`src/rtl/axi_reg_pkg.sv`:
```
// Shared types, encodings and beat-legality decode for the AXI4
// register responder.
package axi_reg_pkg;

  typedef enum logic [1:0] {
    IDLE,
    WDATA,
    WRESP,
    RDATA
  } state_t;

  localparam logic [1:0] RESP_OKAY   = 2'b00;
  localparam logic [1:0] RESP_SLVERR = 2'b10;

  localparam logic [1:0] BURST_FIXED = 2'b00;
  localparam logic [1:0] BURST_INCR  = 2'b01;
  localparam logic [1:0] BURST_WRAP  = 2'b10;

  localparam int IDX_W = 10;

  function automatic logic idx_legal(
    input logic [IDX_W-1:0] idx,
    input int               num_regs
  );
    return int'({{(32-IDX_W){1'b0}}, idx}) < num_regs;
  endfunction

  function automatic logic beat_ok(
    input logic [2:0]       size,
    input logic [1:0]       burst,
    input logic [IDX_W-1:0] idx,
    input int               num_regs
  );
    return size == 3'd2 && burst != BURST_WRAP &&
           idx_legal(idx, num_regs);
  endfunction

endpackage

```
`src/rtl/axi_reg_slave_if.sv`:
```
// AXI4 bus bundle between an interconnect master port and a
// responder.
interface axi_bus #(
  parameter int AXI_ADDR_WIDTH = 32,
  parameter int AXI_DATA_WIDTH = 32,
  parameter int AXI_ID_WIDTH   = 3,
  parameter int AXI_USER_WIDTH = 1
);
  logic [AXI_ID_WIDTH-1:0]     aw_id;
  logic [AXI_ADDR_WIDTH-1:0]   aw_addr;
  logic [7:0]                  aw_len;
  logic [2:0]                  aw_size;
  logic [1:0]                  aw_burst;
  logic                        aw_valid;
  logic                        aw_ready;

  logic [AXI_DATA_WIDTH-1:0]   w_data;
  logic [AXI_DATA_WIDTH/8-1:0] w_strb;
  logic                        w_last;
  logic                        w_valid;
  logic                        w_ready;

  logic [AXI_ID_WIDTH-1:0]     b_id;
  logic [1:0]                  b_resp;
  logic [AXI_USER_WIDTH-1:0]   b_user;
  logic                        b_valid;
  logic                        b_ready;

  logic [AXI_ID_WIDTH-1:0]     ar_id;
  logic [AXI_ADDR_WIDTH-1:0]   ar_addr;
  logic [7:0]                  ar_len;
  logic [2:0]                  ar_size;
  logic [1:0]                  ar_burst;
  logic                        ar_valid;
  logic                        ar_ready;

  logic [AXI_ID_WIDTH-1:0]     r_id;
  logic [AXI_DATA_WIDTH-1:0]   r_data;
  logic [1:0]                  r_resp;
  logic                        r_last;
  logic [AXI_USER_WIDTH-1:0]   r_user;
  logic                        r_valid;
  logic                        r_ready;

  modport master (
    output aw_id, aw_addr, aw_len, aw_size, aw_burst, aw_valid,
    input  aw_ready,
    output w_data, w_strb, w_last, w_valid,
    input  w_ready,
    input  b_id, b_resp, b_user, b_valid,
    output b_ready,
    output ar_id, ar_addr, ar_len, ar_size, ar_burst, ar_valid,
    input  ar_ready,
    input  r_id, r_data, r_resp, r_last, r_user, r_valid,
    output r_ready
  );

  modport slave (
    input  aw_id, aw_addr, aw_len, aw_size, aw_burst, aw_valid,
    output aw_ready,
    input  w_data, w_strb, w_last, w_valid,
    output w_ready,
    output b_id, b_resp, b_user, b_valid,
    input  b_ready,
    input  ar_id, ar_addr, ar_len, ar_size, ar_burst, ar_valid,
    output ar_ready,
    output r_id, r_data, r_resp, r_last, r_user, r_valid,
    input  r_ready
  );

endinterface

```
`src/rtl/axi_reg_bank.sv`:
```
// Register storage with byte-strobe merge, read mux and the flat
// export of all register contents.
module axi_reg_bank
  import axi_reg_pkg::*;
#(
  parameter int NUM_REGS = 8
) (
  input  logic                   clk,
  input  logic                   rst,
  input  logic                   we,
  input  logic [IDX_W-1:0]       widx,
  input  logic [31:0]            wdata,
  input  logic [3:0]             wstrb,
  input  logic [IDX_W-1:0]       ridx,
  output logic [31:0]            rdata,
  output logic [32*NUM_REGS-1:0] regs_o
);

  logic [NUM_REGS-1:0][31:0] regs;

  always_ff @(posedge clk or posedge rst) begin
    if (rst) begin
      regs <= '0;
    end else if (we) begin
      for (int i = 0; i < NUM_REGS; i++) begin
        if (widx == IDX_W'(i)) begin
          for (int b = 0; b < 4; b++) begin
            if (wstrb[b]) regs[i][8*b +: 8] <= wdata[8*b +: 8];
          end
        end
      end
    end
  end

  always_comb begin
    rdata = '0;
    for (int i = 0; i < NUM_REGS; i++) begin
      if (ridx == IDX_W'(i)) rdata = regs[i];
    end
  end

  assign regs_o = regs;

endmodule

```
`src/rtl/axi_reg_slave.sv`:
```
// AXI4 responder backed by a bank of 32-bit registers; one
// outstanding burst at a time, FIXED/INCR, strobes and ID echo.
module axi_reg_slave
  import axi_reg_pkg::*;
#(
  parameter int AXI_ADDR_WIDTH     = 32,
  parameter int AXI_DATA_WIDTH     = 32,
  parameter int AXI_ID_SLAVE_WIDTH = 3,
  parameter int AXI_USER_WIDTH     = 1,
  parameter int NUM_REGS           = 8
) (
  input  logic                   clk,
  input  logic                   rst,
  axi_bus.slave                  slave,
  output logic [32*NUM_REGS-1:0] regs_o
);

  state_t state, state_n;

  logic [AXI_ID_SLAVE_WIDTH-1:0] id_q;
  logic [IDX_W-1:0]              idx_q, idx_nxt, ridx;
  logic [7:0]                    len_q, cnt_q;
  logic [2:0]                    size_q;
  logic [1:0]                    burst_q, rresp_q;
  logic                          err_q;
  logic [AXI_DATA_WIDTH-1:0]     rdata_q;
  logic [31:0]                   bank_rdata;
  logic [AXI_ADDR_WIDTH-1:0]     aw_addr, ar_addr;
  logic                          wbeat_ok, rbeat_ok, last_beat;
  logic                          aw_hs, w_hs, ar_hs, r_hs;
  logic                          unused_ok;

  assign aw_addr   = slave.aw_addr;
  assign ar_addr   = slave.ar_addr;
  assign unused_ok = ^{slave.w_last, aw_addr, ar_addr};

  assign idx_nxt   = (burst_q == BURST_FIXED) ? idx_q
                                              : idx_q + 1'b1;
  assign last_beat = cnt_q == len_q;
  assign wbeat_ok  = beat_ok(size_q, burst_q, idx_q, NUM_REGS);

  assign aw_hs = slave.aw_valid && slave.aw_ready;
  assign w_hs  = slave.w_valid && slave.w_ready;
  assign ar_hs = slave.ar_valid && slave.ar_ready;
  assign r_hs  = slave.r_valid && slave.r_ready;

  // In IDLE the read port looks at the incoming AR so the first
  // beat is already registered when RVALID rises.
  always_comb begin
    if (state == IDLE) begin
      ridx     = ar_addr[11:2];
      rbeat_ok = beat_ok(slave.ar_size, slave.ar_burst,
                         ar_addr[11:2], NUM_REGS);
    end else begin
      ridx     = idx_nxt;
      rbeat_ok = beat_ok(size_q, burst_q, idx_nxt, NUM_REGS);
    end
  end

  always_ff @(posedge clk or posedge rst) begin
    if (rst) state <= IDLE;
    else     state <= state_n;
  end

  always_comb begin
    state_n        = state;
    slave.aw_ready = 1'b0;
    slave.ar_ready = 1'b0;
    slave.w_ready  = 1'b0;
    slave.b_valid  = 1'b0;
    slave.r_valid  = 1'b0;
    unique case (state)
      IDLE: begin
        slave.aw_ready = !rst;
        slave.ar_ready = !rst && !slave.aw_valid;
        if (slave.aw_valid)      state_n = WDATA;
        else if (slave.ar_valid) state_n = RDATA;
      end
      WDATA: begin
        slave.w_ready = 1'b1;
        if (slave.w_valid && last_beat) state_n = WRESP;
      end
      WRESP: begin
        slave.b_valid = 1'b1;
        if (slave.b_ready) state_n = IDLE;
      end
      RDATA: begin
        slave.r_valid = 1'b1;
        if (slave.r_ready && last_beat) state_n = IDLE;
      end
      default: state_n = IDLE;
    endcase
  end

  always_ff @(posedge clk or posedge rst) begin
    if (rst) begin
      id_q    <= '0;
      idx_q   <= '0;
      len_q   <= '0;
      cnt_q   <= '0;
      size_q  <= '0;
      burst_q <= '0;
      err_q   <= 1'b0;
      rdata_q <= '0;
      rresp_q <= RESP_OKAY;
    end else begin
      if (aw_hs) begin
        id_q    <= slave.aw_id;
        idx_q   <= aw_addr[11:2];
        len_q   <= slave.aw_len;
        size_q  <= slave.aw_size;
        burst_q <= slave.aw_burst;
        cnt_q   <= '0;
        err_q   <= 1'b0;
      end
      if (w_hs) begin
        err_q <= err_q | !wbeat_ok;
        idx_q <= idx_nxt;
        cnt_q <= cnt_q + 1'b1;
      end
      if (ar_hs) begin
        id_q    <= slave.ar_id;
        idx_q   <= ar_addr[11:2];
        len_q   <= slave.ar_len;
        size_q  <= slave.ar_size;
        burst_q <= slave.ar_burst;
        cnt_q   <= '0;
      end
      if (ar_hs || (r_hs && !last_beat)) begin
        rdata_q <= rbeat_ok ? bank_rdata : '0;
        rresp_q <= rbeat_ok ? RESP_OKAY : RESP_SLVERR;
      end
      if (r_hs && !last_beat) begin
        idx_q <= idx_nxt;
        cnt_q <= cnt_q + 1'b1;
      end
    end
  end

  assign slave.b_id   = id_q;
  assign slave.b_resp = err_q ? RESP_SLVERR : RESP_OKAY;
  assign slave.b_user = '0;
  assign slave.r_id   = id_q;
  assign slave.r_data = rdata_q;
  assign slave.r_resp = rresp_q;
  assign slave.r_last = last_beat;
  assign slave.r_user = '0;

  axi_reg_bank #(
    .NUM_REGS(NUM_REGS)
  ) u_bank (
    .clk   (clk),
    .rst   (rst),
    .we    (w_hs && wbeat_ok),
    .widx  (idx_q),
    .wdata (slave.w_data),
    .wstrb (slave.w_strb),
    .ridx  (ridx),
    .rdata (bank_rdata),
    .regs_o(regs_o)
  );

endmodule

```
`src/flat_wrapper.sv`:
```
// flat-port wrapper written by rule: the top's interface ports become plain ports
module axi_reg_slave_flat import axi_reg_pkg::*;
#(
  parameter int AXI_ADDR_WIDTH     = 32,
  parameter int AXI_DATA_WIDTH     = 32,
  parameter int AXI_ID_SLAVE_WIDTH = 3,
  parameter int AXI_USER_WIDTH     = 1,
  parameter int NUM_REGS           = 8
)
  (clk, rst, regs_o, slave_aw_id, slave_aw_addr, slave_aw_len, slave_aw_size, slave_aw_burst, slave_aw_valid, slave_aw_ready, slave_w_data, slave_w_strb, slave_w_last, slave_w_valid, slave_w_ready, slave_b_id, slave_b_resp, slave_b_user, slave_b_valid, slave_b_ready, slave_ar_id, slave_ar_addr, slave_ar_len, slave_ar_size, slave_ar_burst, slave_ar_valid, slave_ar_ready, slave_r_id, slave_r_data, slave_r_resp, slave_r_last, slave_r_user, slave_r_valid, slave_r_ready);
  axi_bus #(.AXI_ADDR_WIDTH(AXI_ADDR_WIDTH), .AXI_DATA_WIDTH(AXI_DATA_WIDTH), .AXI_ID_WIDTH(3), .AXI_USER_WIDTH(AXI_USER_WIDTH)) slave_i ();
  input  logic clk;
  input  logic rst;
  output logic [32*NUM_REGS-1:0] regs_o;
  input wire logic [$bits(slave_i.aw_id)-1:0] slave_aw_id;
  input wire logic [$bits(slave_i.aw_addr)-1:0] slave_aw_addr;
  input wire logic [$bits(slave_i.aw_len)-1:0] slave_aw_len;
  input wire logic [$bits(slave_i.aw_size)-1:0] slave_aw_size;
  input wire logic [$bits(slave_i.aw_burst)-1:0] slave_aw_burst;
  input wire logic [$bits(slave_i.aw_valid)-1:0] slave_aw_valid;
  output wire logic [$bits(slave_i.aw_ready)-1:0] slave_aw_ready;
  input wire logic [$bits(slave_i.w_data)-1:0] slave_w_data;
  input wire logic [$bits(slave_i.w_strb)-1:0] slave_w_strb;
  input wire logic [$bits(slave_i.w_last)-1:0] slave_w_last;
  input wire logic [$bits(slave_i.w_valid)-1:0] slave_w_valid;
  output wire logic [$bits(slave_i.w_ready)-1:0] slave_w_ready;
  output wire logic [$bits(slave_i.b_id)-1:0] slave_b_id;
  output wire logic [$bits(slave_i.b_resp)-1:0] slave_b_resp;
  output wire logic [$bits(slave_i.b_user)-1:0] slave_b_user;
  output wire logic [$bits(slave_i.b_valid)-1:0] slave_b_valid;
  input wire logic [$bits(slave_i.b_ready)-1:0] slave_b_ready;
  input wire logic [$bits(slave_i.ar_id)-1:0] slave_ar_id;
  input wire logic [$bits(slave_i.ar_addr)-1:0] slave_ar_addr;
  input wire logic [$bits(slave_i.ar_len)-1:0] slave_ar_len;
  input wire logic [$bits(slave_i.ar_size)-1:0] slave_ar_size;
  input wire logic [$bits(slave_i.ar_burst)-1:0] slave_ar_burst;
  input wire logic [$bits(slave_i.ar_valid)-1:0] slave_ar_valid;
  output wire logic [$bits(slave_i.ar_ready)-1:0] slave_ar_ready;
  output wire logic [$bits(slave_i.r_id)-1:0] slave_r_id;
  output wire logic [$bits(slave_i.r_data)-1:0] slave_r_data;
  output wire logic [$bits(slave_i.r_resp)-1:0] slave_r_resp;
  output wire logic [$bits(slave_i.r_last)-1:0] slave_r_last;
  output wire logic [$bits(slave_i.r_user)-1:0] slave_r_user;
  output wire logic [$bits(slave_i.r_valid)-1:0] slave_r_valid;
  input wire logic [$bits(slave_i.r_ready)-1:0] slave_r_ready;
  assign slave_i.aw_id = slave_aw_id;
  assign slave_i.aw_addr = slave_aw_addr;
  assign slave_i.aw_len = slave_aw_len;
  assign slave_i.aw_size = slave_aw_size;
  assign slave_i.aw_burst = slave_aw_burst;
  assign slave_i.aw_valid = slave_aw_valid;
  assign slave_aw_ready = slave_i.aw_ready;
  assign slave_i.w_data = slave_w_data;
  assign slave_i.w_strb = slave_w_strb;
  assign slave_i.w_last = slave_w_last;
  assign slave_i.w_valid = slave_w_valid;
  assign slave_w_ready = slave_i.w_ready;
  assign slave_b_id = slave_i.b_id;
  assign slave_b_resp = slave_i.b_resp;
  assign slave_b_user = slave_i.b_user;
  assign slave_b_valid = slave_i.b_valid;
  assign slave_i.b_ready = slave_b_ready;
  assign slave_i.ar_id = slave_ar_id;
  assign slave_i.ar_addr = slave_ar_addr;
  assign slave_i.ar_len = slave_ar_len;
  assign slave_i.ar_size = slave_ar_size;
  assign slave_i.ar_burst = slave_ar_burst;
  assign slave_i.ar_valid = slave_ar_valid;
  assign slave_ar_ready = slave_i.ar_ready;
  assign slave_r_id = slave_i.r_id;
  assign slave_r_data = slave_i.r_data;
  assign slave_r_resp = slave_i.r_resp;
  assign slave_r_last = slave_i.r_last;
  assign slave_r_user = slave_i.r_user;
  assign slave_r_valid = slave_i.r_valid;
  assign slave_i.r_ready = slave_r_ready;
  axi_reg_slave #(.AXI_ADDR_WIDTH(AXI_ADDR_WIDTH), .AXI_DATA_WIDTH(AXI_DATA_WIDTH), .AXI_ID_SLAVE_WIDTH(AXI_ID_SLAVE_WIDTH), .AXI_USER_WIDTH(AXI_USER_WIDTH), .NUM_REGS(NUM_REGS)) u_core (.clk(clk), .rst(rst), .slave(slave_i), .regs_o(regs_o));
endmodule
```
`config.mk`:
```
export PLATFORM = sky130hd
export DESIGN_NAME = axi_reg_slave_flat
export DESIGN_NICKNAME = d
export VERILOG_FILES = /design/src/rtl/axi_reg_pkg.sv /design/src/rtl/axi_reg_slave_if.sv /design/src/rtl/axi_reg_bank.sv /design/src/rtl/axi_reg_slave.sv /design/src/flat_wrapper.sv
export SDC_FILE = /design/constraint.sdc
export NUM_CORES = 1
export LEC_CHECK = 0
export ABC_AREA = 1
export ABC_CLOCK_PERIOD_IN_PS = 14800
export BUFFER_PORTS_ARGS = -buffer_cell sky130_fd_sc_hd__buf_2
export CAP_MARGIN = 10
export CORE_MARGIN = 3
export CORE_UTILIZATION = 50
export DETAILED_ROUTE_END_ITERATION = 8
export PLACE_DENSITY = 0.74
export REMOVE_ABC_BUFFERS = 1
export SLEW_MARGIN = 20
export SYNTH_ARGS = -nofsm -noshare
export SYNTH_HDL_FRONTEND = slang
export SYNTH_SLANG_ARGS = --single-unit
```
`constraint.sdc`:
```
create_clock -name clk -period 14.8 [get_ports clk]
set_input_delay 2.22 -clock clk [delete_from_list [all_inputs] [get_ports clk]]
set_output_delay 2.22 -clock clk [all_outputs]
set_load 0.02 [all_outputs]
```
==> results.md <==
- Number of global-route vias before repair: 14612
- Final std cells w/o fill: 2703
- Min Tclk post-route: 5.05 ns
- # setup viols final: 0
- Largest stage delay, worst path: 0.25 ns
- Total GRT Usage: 32.4%
- CTS sink cnt: 326
- Post-DRT Antenna Nets: 0
- Largest net degree at the start of global routing: 116
- Setup crit end kind: output pin
- CTS tree: done
- Pwr dens: 127 mW/mm2
- Switching Fraction: 31.8%
- Post-layout util: 62.6%
- Startpoint types: input pin
- Commonest non-fill, non-tap cells in the layout: 656 x nand2_1, 396 x buf_2, 326 x dfrtp_1
- Total negative slack: 0 ns
- Leakage power: 9.92 nW
- DRC: 0
- Hold Path Class: reg2reg
- Chip Height: 181 um
- Root Buffer: clkbuf_16
- Post-Route WL: 54.6 mm
- Sequential Power Share: 41.0%
- Ports: 446
- Hold Buf Count CTS: 0
- Setup Skew: 0.0164 ns
- DP HPWL: 36.7 mm
- RSZ-0062 raised after global routing: no
- NumNets Final: 2432
- Synth cell types: 42
- Initial antenna violation count: 5
- Post-cts gate resize count: 0
- GP Congestion: 0.903
- Cell breakdown of the critical path: buf_2 -> nor3_1 -> buf_2
- Routed length per instance: 20.2 um
- Hold_sp: u_core.slave.r_data[23]
- Mean post-synth cell area: 8.00 um2
- Vias: 15135
- Final Hold Viols: 0
- Cell count after placement: 2637
- Setup CP Type: in2out
- Arrival time worst endpoint: 2.83 ns
- Reg-to-reg endpoint: u_core.slave.r_data[7]
- WHS Path Cells: 2
- Reg2Reg Depth: 16
- Global-route wire length before repair: 83.5 mm
- Peak Freq: 0.198 GHz
- Req. time, crit path: 12.58 ns
- FF+latch count, synth: 326
- Post-synthesis cell count: 1922
- Die X: 181 um
- Most common cell after layout, fill and taps aside: nand2_1
- Reg clk slew, reported paths: 0.05 ns
- Comb pwr share: 20.1%
- Top cell by count, worst path: buf_2
- H-tree levels: 2
- R2R setup slack: 11.15 ns
- Critical path fanouts, max: 3
- Slew Limit Fails: 0
- Power Total: 0.00238 W
- Number of setup buffers added after CTS: 0
- Synth Flop Type: dfrtp_1
- Area Growth Syn to Fin: 22.0%
- Worst slew margin: 19.0%
- Worst-Margin Slew: 1.21 ns
- Worst R2R Start: u_core.state[1]
- Final hold slack: 0.480 ns
- Max IR drop VDD: 0.0000904 V
- Clock latency at the later pin of the worst-skew pair: 0.52 ns
- Post-synth EDFFs: 0
- Area of the die: 0.0329 mm2
- Final worst-path cycle share: 34.1%
- Power Internal: 0.00162 W
- DRT Pass-1 Iters: 6
- Cell Rows: 63
- Starting Density: 51.3%
- Vias per std cell: 5.60
- Syn Std Cell Area: 0.0154 mm2
- Sw power: 0.000759 W
- Clock share of power: 38.9%
- Placeable Area: 0.0300 mm2
- CTS Buf Count: 37
- Number of buffers added on ports: 396
- Seq/Total Area, Yosys: 53.1%
- Worst Hold Path EP: u_core.slave.r_data[23]
- Initial DRC Count: 1316
- Synth Warn #: 0
- Maximum clock insertion buffer count: 3
- Share of cells above drive strength 1: 22.5%
- Status: completed
- Grt total ovfl: 0
- Async set or reset register ratio after synthesis: 100%
- Worst-path cell with the longest stage delay: nor3_1
- MaxCap Viol Count: 0
==> logic make-up after synthesis <==
logic type	count (synthesis)	synth area share [%]
simple gates	918	25.1
xor+xnor	1	0.106
compound gates	415	14.2
flops	326	53.1
buf+inv	256	7.16
other cells	1	0.0244
fa+ha+maj	5	0.407
==> metal layers <==
layer	part of all wire (%)	vias to the layer above	track usage, %	routed length (um)
met2	46	818	51.5	25000
li1	-	6966	-	-
met5	0	-	0	0
met1	39	7203	42.6	21500
met3	10	148	7.43	5550
met4	4.8	0	14.6	2620
==> registers in the layout, summed over array words and instances (netlist names) <==
register / cells
u_core.len_q: 8
u_core.state: 2
u_core.u_bank.regs_o: 256
u_core.idx_q: 10
u_core.slave.r_resp: 1
u_core.burst_q: 2
u_core.err_q: 1
u_core.slave.r_data: 32
u_core.slave.b_id: 3
u_core.size_q: 3
u_core.cnt_q: 8
==> worst max-delay path: cells and delay by family <==
kind / cells / cell delay, ns
and+or+nand+nor: 1 / 0.25
buffers and inverters: 2 / 0.36
==> Yosys cell counts (2+ instances only) <==
master,n,share of area (%)
o2111ai_1,2,0.11
nand4_1,36,1.5
ha_1,5,0.41
o21ai_0,297,9.7
buf_2,49,1.6
o22ai_1,2,0.081
a221oi_1,2,0.11
inv_1,154,3.8
dfrtp_1,326,53
nand2_2,5,0.20
nor3_1,6,0.20
or2_2,2,0.081
o211ai_1,4,0.20
a22oi_1,16,0.78
o21ai_2,3,0.17
inv_2,20,0.49
o21ai_1,2,0.065
nor4_1,11,0.45
nand3_2,5,0.33
nand3_1,69,2.2
a21oi_1,80,2.6
nor2_2,5,0.20
buf_6,4,0.29
o221ai_1,2,0.11
nor3_4,2,0.21
nand2_1,657,16
nor2_4,10,0.73
nand2_4,3,0.22
nor2_1,103,2.5
or2_0,2,0.081
clkbuf_1,15,0.37
buf_4,13,0.63
==> worst max-delay path by stage <==
stage	from	to	slack, ns	cells past startpoint
floorplan	rst	u_core.burst_q[0]	3.55	1
global placement	rst	slave_ar_ready	9.78	3
detailed placement	rst	slave_ar_ready	9.76	3
CTS	rst	slave_ar_ready	9.75	3
global route	rst	slave_ar_ready	9.69	3
finish	rst	slave_ar_ready	9.75	3
==> layout make-up <==
type,count,area (um2)
Antenna cell,5,12.5
Clock buffer,52,1090
Clock inverter,8,125
Fill cell,2665,11200
Inverter,175,664
Multi-Input combinational cell,1343,6140
Sequential cell,326,8160
Tap cell,390,488
Timing Repair Buffer,404,2070
==> metrics by stage <==
step	setup slack (ns)	instance area (um2)
6_report	9.75	18800
5_1_grt	9.69	18800
4_1_cts	9.75	18700
3_5_place_dp	9.76	17500
3_3_place_gp	9.78	17500
2_1_floorplan	3.55	14900
==> power groups by stage <==
stage / logic [W] / registers, W / clock network [W]
2_1_floorplan: 0.000319 / 0.000993 / 0
5_1_grt: 0.000535 / 0.000982 / 0.000976
6_report: 0.000479 / 0.000977 / 0.000928
4_1_cts: 0.000475 / 0.000976 / 0.000937
3_3_place_gp: 0.000456 / 0.000989 / 0
3_5_place_dp: 0.000470 / 0.000991 / 0
Note: power is estimated with default switching activity, not from simulation.
